$ cat config.mk
export PLATFORM = sky130hd
export DESIGN_NAME = compare_pipe
export DESIGN_NICKNAME = d
export VERILOG_FILES = /design/src/rtl/compare_pipe.sv
export SDC_FILE = /design/constraint.sdc
export NUM_CORES = 1
export LEC_CHECK = 0
export ABC_CLOCK_PERIOD_IN_PS = 2100
export BUFFER_PORTS_ARGS = -buffer_cell sky130_fd_sc_hd__buf_2
export CORE_ASPECT_RATIO = 0.7
export CORE_MARGIN = 4
export CORE_UTILIZATION = 50
export DETAILED_ROUTE_END_ITERATION = 16
export PLACE_DENSITY = 0.74
export SYNTH_ARGS = -nofsm -noshare
export SYNTH_HDL_FRONTEND = slang
export SYNTH_SLANG_ARGS = --single-unit
$ cat constraint.sdc
create_clock -name clk -period 2.1 [get_ports clk]
set_input_delay 0.21 -clock clk [delete_from_list [all_inputs] [get_ports clk]]
set_output_delay 0.21 -clock clk [all_outputs]
set_load 0.005 [all_outputs]
$ cat src/rtl/compare_pipe.sv
// Two-stage valid/ready comparator: stage 1 holds the operands, stage 2 holds the outcome.
// Also counts delivered results that were true, saturating at all-ones.
module compare_pipe #(
    parameter int WIDTH = 32,
    parameter int CNT_W = 16
) (
    input  logic             clk,
    input  logic             resetn,
    input  logic             in_valid,
    output logic             in_ready,
    input  logic [2:0]       op,
    input  logic [WIDTH-1:0] left,
    input  logic [WIDTH-1:0] right,
    output logic             out_valid,
    input  logic             out_ready,
    output logic             result,
    output logic             op_err,
    input  logic             clear_count,
    output logic [CNT_W-1:0] true_count
);

    typedef enum logic [2:0] {
        OP_EQ   = 3'b000,
        OP_NE   = 3'b001,
        OP_RSV2 = 3'b010,
        OP_RSV3 = 3'b011,
        OP_LT   = 3'b100,
        OP_GE   = 3'b101,
        OP_LTU  = 3'b110,
        OP_GEU  = 3'b111
    } op_e;

    logic             s1_valid;
    op_e              s1_op;
    logic [WIDTH-1:0] s1_left;
    logic [WIDTH-1:0] s1_right;

    logic             s2_adv;
    logic             take_in;
    logic             lt_s;
    logic             lt_u;
    logic             cmp_res;
    logic             cmp_err;

    // Stage 1 may refill in the same cycle it drains into stage 2.
    assign s2_adv   = !out_valid || out_ready;
    assign in_ready = !s1_valid || s2_adv;
    assign take_in  = in_valid && in_ready;

    always_comb begin
        lt_s    = $signed(s1_left) < $signed(s1_right);
        lt_u    = s1_left < s1_right;
        cmp_res = 1'b0;
        cmp_err = 1'b0;
        case (s1_op)
            OP_EQ:   cmp_res = (s1_left == s1_right);
            OP_NE:   cmp_res = (s1_left != s1_right);
            OP_LT:   cmp_res = lt_s;
            OP_GE:   cmp_res = !lt_s;
            OP_LTU:  cmp_res = lt_u;
            OP_GEU:  cmp_res = !lt_u;
            default: cmp_err = 1'b1;
        endcase
    end

    always_ff @(posedge clk or negedge resetn) begin
        if (!resetn) begin
            s1_valid <= 1'b0;
            s1_op    <= OP_EQ;
            s1_left  <= '0;
            s1_right <= '0;
        end else begin
            if (in_ready) begin
                s1_valid <= in_valid;
            end
            if (take_in) begin
                s1_op    <= op_e'(op);
                s1_left  <= left;
                s1_right <= right;
            end
        end
    end

    always_ff @(posedge clk or negedge resetn) begin
        if (!resetn) begin
            out_valid <= 1'b0;
            result    <= 1'b0;
            op_err    <= 1'b0;
        end else if (s2_adv) begin
            out_valid <= s1_valid;
            if (s1_valid) begin
                result <= cmp_res;
                op_err <= cmp_err;
            end
        end
    end

    always_ff @(posedge clk or negedge resetn) begin
        if (!resetn) begin
            true_count <= '0;
        end else if (clear_count) begin
            true_count <= '0;
        end else if (out_valid && out_ready && result && (true_count != '1)) begin
            true_count <= true_count + 1'b1;
        end
    end

endmodule

==> metrics.txt, run 1 <==
status complete, but fails checks; failing checks negative setup slack; RSZ-0062 raised after global routing true; main combinational cell family by area after synthesis multiplexers; clock share of power 0.357; # nets final 554; CP arrival 2390 ps; Final TNS setup -12.9 ps; CTS Buf Count 9; Synth Area per Inst 12.2 sq um; register area share after synthesis 0.507; post-DP HPWL 6560 microns; Synth Register Bits 87; mux cell area share after synthesis 0.178; Remaining Overflow, GRT 0; peak supply drop 618 uV; detailed-route via count 2914; Lkg Pwr 2.59 nW; non-filler cells, final 554; vias in the first global route 3165; first-pass GRT wire length 15300 microns; Starting Density 0.530; most common cell in the netlist dfrtp_1; Area growth, synth to finish 24.1%; Yosys cell types 39; Final Max Tran Viols 0; adder-cell area share of the yosys netlist 0.0961; Setup CP Type flip-flop to flip-flop; clk slew on worst S/H paths 60 ps; P per Cell Area 883 nW/um^2; post-synthesis async set-or-reset flop share 1.00; Least-Margin Pin Slew 480 ps; CP Max Fanout 3; Crit Reg-Reg Startpoint s1_right[29]; Yosys top cell by area dfrtp_1; initial antenna violation count 0; FF-to-FF End result; Mapped Cells 352; PortBufs 91; FF+latch area 2180 sq um; Filler Cells Inserted 618; Setup Fix Bufs, Post-CTS 0; Rel. slew slack 0.680; fin crit share 1.01; highest clock rate 0.473 GHz; Rows 27; cell depth of the worst hold path 2; Tot GR Track Use 0.188; Net Sw Power 1.23 mW; Seq pwr share 0.432; Clock Skews 9.62 ps; DRC Markers 0; sw frac 0.261; footprint of the multi-input gates 2080 sq um; EDFF count, synth 0; Synthesis Warnings 0; endpoints failing setup 1; Power Internal 3.48 mW; largest net degree at the start of global routing 68; Final Hold Fails 0; clock buffer depth 2; Antenna Nets Post-Route 0; XOR/XNOR share of the synthesized area 0.0367; Synth top area share 0.507; I/O Pins 92; H-Tree Level Count 3; Clock Latency Late Sink 340 ps; wire per inst 16.1 microns; combinational power share 0.211; placed cell count 538; Synth area leaders dfrtp_1 51%, mux2_2 18%, ha_1 9.6%; Initial DRC Count 216; CTS sink cnt 87; die width 119 microns; dpl ws -48.4 ps; Synth Area in Simple Gates 0.0944; Period minus WS final 2110 ps; HP Start left[19]; Post-synth top cells 87 x dfrtp_1, 67 x mux2_2, 33 x ha_1; TritonCTS clock tree done; syn nets 457; ys flop type dfrtp_1; worst endpoint required time 2380 ps; HP Class input pin to flip-flop; core area 8110 sq um; GPL Wtd Cong 0.765; post-route setup slack -12.9 ps; R2R setup slack -10 ps; compound-gate portion of the synthesized area 0.0507; crit path capture type flip-flop; CP Launch Type flip-flop; layout cells sized above 1 0.430; Hold Path Sink s1_left[19]; DR vias/cell 5.26; drt total wl 8930 microns; die height 85.5 microns; Ant. Diodes 0; Maximum Capacitance Violations 0; Root Buffer clkbuf_16; Reg2Reg Depth 9; full die area 10200 sq um; 1st-pass router iterations 4; mapped cell area 4300 sq um
-- cell families after synthesis --
kind of cell,Yosys count
adder cells (fa/ha/maj),33
multiplexers,68
AND/OR/NAND/NOR,74
flip-flops,87
XOR/XNOR,18
AO/OA/AOI/OAI,31
buffers and inverters,41
-- power groups by stage --
stage / clock network [mW] / logic [mW] / registers (mW)
2_1_floorplan: 0 / 0.628 / 2.01
3_3_place_gp: 0 / 0.873 / 2.04
3_5_place_dp: 0 / 0.912 / 2.05
4_1_cts: 1.71 / 0.953 / 2.03
5_1_grt: 1.80 / 1.12 / 2.06
6_report: 1.68 / 0.992 / 2.04
-- final cells by class --
cell class                 count  share of cell area
timing repair buffer          95              0.0967
tap                          101              0.0237
inverter                      32              0.0225
clock inverter                 4              0.0131
multi-input combinational    224               0.390
clock buffer                  11              0.0455
sequential                    87               0.408
-- worst max-delay path, stage by stage (launching register included) --
cell      delay [ps]
dfrtp_1          350
inv_1             60
ha_1             300
nand4_1          180
nor4_2           310
nand3_1          130
xor2_1           160
o311ai_2         260
o21ai_1          100
o21ba_1          220
-- per-stage QoR --
stage               power, mW  hold slack, ps   util  area (sq um)
CTS                      4.69            93.7  0.651          5280
global route             4.98            86.9  0.658          5330
detailed placement       2.96             206  0.603          4890
finish                   4.71             103  0.658          5330
global placement         2.91             205  0.603          4890
floorplan                2.63           -85.6      -          4300
-- cells in the final DEF (no fill, tap or decap), types with 3 or more instances in the layout --
master	count
nand2_1	13
inv_1	31
xor2_1	13
nor2_1	20
nand2b_1	3
xnor2_1	5
dfrtp_1	87
a21oi_1	14
buf_2	90
o21ai_0	3
a21o_1	3
nand3_1	9
ha_1	24
clkbuf_16	9
mux2_2	67
nand4_1	13
ha_4	9
-- layer usage --
layer | vias to the layer above | track usage | part of all wire
met4 | 0 | 0.0284 | 0.011
li1 | 1418 | - | -
met2 | 78 | 0.305 | 0.46
met5 | - | 0 | 0
met1 | 1408 | 0.244 | 0.47
met3 | 10 | 0.0778 | 0.063
-- registers in the layout (all words and copies together), names as in the netlist --
| register | cells |
|---|---|
| s1_valid | 1 |
| op_err | 1 |
| s1_op | 3 |
| s1_left | 32 |
| out_valid | 1 |
| s1_right | 32 |
| result | 1 |
| true_count | 16 |
-- what timing repair did --
| item | 4_1_cts | 5_1_grt |
|---|---|---|
| pin swaps | 4 | 1 |
| hold buffers | 1 | 0 |
| setup endpoints to repair | 1 | 1 |
| hold endpoints to repair | 35 | 0 |
| gates resized for setup | 6 | 5 |
-- worst max path at each step --
stage / from / end / slack, ps / cells after the start
2_1_floorplan: s1_left[23] / result / 200 / 8
3_3_place_gp: s1_right[27] / result / 40 / 9
3_5_place_dp: s1_right[10] / result / -50 / 10
4_1_cts: s1_left[18] / result / -9 / 8
5_1_grt: s1_right[8] / result / -200 / 10
6_report: s1_right[29] / result / -10 / 9
No activity file was read; power rests on OpenSTA's default activity.
==> run 2, diff against run 1 <==
--- a/config.mk
+++ b/config.mk
@@ -5,11 +5,14 @@
 export SDC_FILE = /design/constraint.sdc
 export NUM_CORES = 1
 export LEC_CHECK = 0
+export ABC_AREA = 1
 export ABC_CLOCK_PERIOD_IN_PS = 2100
 export BUFFER_PORTS_ARGS = -buffer_cell sky130_fd_sc_hd__buf_2
+export CAP_MARGIN = 10
 export CORE_ASPECT_RATIO = 0.7
 export CORE_MARGIN = 4
 export CORE_UTILIZATION = 50
+export CTS_CLUSTER_DIAMETER = 40
 export DETAILED_ROUTE_END_ITERATION = 16
 export PLACE_DENSITY = 0.74
 export SYNTH_ARGS = -nofsm -noshare
==> run 2 against run 1 <==
Net effect:
- the run now ends clean
- combinational power up 0.7%
- register-to-register slack better by 200 ps
- hold slack better by 1.2 ps
- clock skew down 3.3 ps
- sequential cell count unchanged
- cell count up 25%
- global-route usage up 0.13 points
- setup slack better by 200 ps
- via count up 15%
- critical path type unchanged
==> metrics.txt, run 2 <==
Root Buffer clkbuf_16; most frequent cells in the layout 90 x buf_2, 87 x dfrtp_1, 68 x nand2_1; Synth area leaders dfrtp_1 49%, ha_1 9.3%, mux2_2 8.1%; Synth Register Bits 87; Setup CP Type flip-flop to flip-flop; P per Cell Area 849 nW/um^2; PortBufs 91; drt total wl 9310 microns; CP arrival 2190 ps; detailed-route via count 3356; mapped cell area 4440 sq um; CP cell instances ha_4 -> nand2_1 -> nor2_2 -> nand2_1 -> nor4_2 -> nand2_1 -> nand2_1 -> nand2_1 -> nand2_1 -> nand2_1 -> nand3_1 -> nand2_1 -> nand2_1; post-layout instance area 5380 sq um; Rel. slew slack 0.636; full die area 10500 sq um; worst stage delay on the critical path 410 ps; largest net degree at the start of global routing 55; most common cell after layout, fill and taps aside buf_2; DR vias/cell 4.86; Area after DPL 5050 sq um; Area growth, synth to finish 21.4%; clock buffer depth 2; worst endpoint required time 2380 ps; non-filler cells, final 691; wire per inst 13.5 microns; Final Hold Fails 0; initial antenna violation count 0; Synthesis Warnings 0; post-synthesis async set-or-reset flop share 1.00; Yosys top cell by area dfrtp_1; Lkg Pwr 2.77 nW; ys flop type dfrtp_1; first-pass GRT wire length 15700 microns; CP Max Fanout 4; slowest stage cell, crit path dfrtp_1; # nets final 671; Clock Latency Late Sink 340 ps; Antenna Nets Post-Route 0; clk slew on worst S/H paths 60 ps; Rows 28; highest clock rate 0.523 GHz; GPL Wtd Cong 0.906; Mapped Cells 472; EDFF count, synth 0; Remaining Overflow, GRT 0; register area share after synthesis 0.491; Period minus WS final 1910 ps; post-DP HPWL 6980 microns; core area 8550 sq um; CP delay by family, top simple AND/OR/NAND/NOR gates; Tot GR Track Use 0.189; fin util 0.630; Post-synth top cells 87 x dfrtp_1, 69 x nand2_1, 59 x nor2_1; crit path buf inv count 0; most common cell in the netlist dfrtp_1; placed cell count 674; Synth top area share 0.491; syn nets 577; Starting Density 0.519; die width 121 microns; post-route setup slack 188 ps; CP Launch Type flip-flop; TritonCTS clock tree done; 1st-pass router iterations 4; DRC Markers 0; H-Tree Level Count 3; Ant. Diodes 0; Least-Margin Pin Slew 546 ps; Yosys cell types 36; vias in the first global route 3355; CTS sink cnt 87; most used cell, CP nand2_1; layout cells sized above 1 0.299; Filler Cells Inserted 736; peak supply drop 450 uV; fin crit share 0.911; die height 86.8 microns; biggest regs s1_left: 32 flops, s1_right: 32 flops, true_count: 16 flops; dpl ws 168 ps; Final Max Tran Viols 0; I/O Pins 92; status finished, final reports clean; CTS Buf Count 9; endpoints failing setup 0; Synth Area per Inst 9.40 sq um; Maximum Capacitance Violations 0; Setup Fix Bufs, Post-CTS 0; Overall Power 4.57 mW; Initial DRC Count 246; crit path capture type flip-flop; Clock Skews 6.33 ps; HP Class input pin to flip-flop
==> run 2: changes by cell type after synthesis, moves of 4 or more <==
cell and delta:
nor2_1 +39, inv_1 +25, nor3_1 +4, a21oi_1 +43
xnor2_1 -5, mux2_2 -35, nand2_1 +55, nor2_2 +4
nand4_1 -11, xor2_1 -11, o21ai_1 +4
==> run 2: kinds of logic after synthesis <==
kind of cell	share of synthesized area
AND/OR/NAND/NOR	0.175
flip-flops	0.491
AO/OA/AOI/OAI	0.0900
buffers and inverters	0.0654
adder cells (fa/ha/maj)	0.0931
multiplexers	0.0812
XOR/XNOR	0.00395
==> run 2: worst paths after layout <==
check / slack [ps] / depth (start not counted) / to / startpoint
setup / recovery: 190 / 13 / result / s1_left[31]
max in group asynchronous: 1050 / 3 / out_valid / resetn
min in group asynchronous: 420 / 2 / s1_right[3] / resetn
hold reg to reg: 510 / 1 / true_count[3] / true_count[3]
hold / removal: 100 / 2 / s1_left[10] / left[10]
setup reg to reg: 190 / 13 / result / s1_left[31]
==> run 2: layout make-up <==
| cell class | count | area [sq um] | area share |
|---|---|---|---|
| clock buffers | 12 | 246 | 0.0458 |
| clock inverters | 4 | 45.0 | 0.00837 |
| inverters | 61 | 231 | 0.0430 |
| multi-input cells | 312 | 2010 | 0.373 |
| flip-flops and latches | 87 | 2180 | 0.404 |
| well taps | 120 | 150 | 0.0279 |
| repair buffers | 95 | 528 | 0.0981 |
==> run 2: repair_timing <==
item                                    CTS  global route
endpoints found under the hold margin    41             0
hold buffers                              1             0
endpoints found under the setup margin    0             1
gates resized for setup                   0             5
==> run 2: report_power, final <==
part           switching (mW)  total, mW  internal [mW]
Combinational           0.561      0.999          0.439
Clock                   0.612       1.56          0.948
Sequential              0.113       2.01           1.90
Total                    1.29       4.57           3.28
==> run 2: metrics by stage <==
stage               hold slack (ps)  setup TNS, ps
floorplan                     -85.6              0
global placement                232              0
detailed placement              235              0
CTS                            91.7              0
global route                   97.8          -24.6
finish                          104              0
==> run 2: layer usage <==
layer / part of all wire / global-route usage / wire length, microns
met1: 0.49 / 0.261 / 4610
met2: 0.45 / 0.298 / 4200
met3: 0.044 / 0.0515 / 406
met4: 0.010 / 0.0525 / 93
met5: 0 / 0 / 0
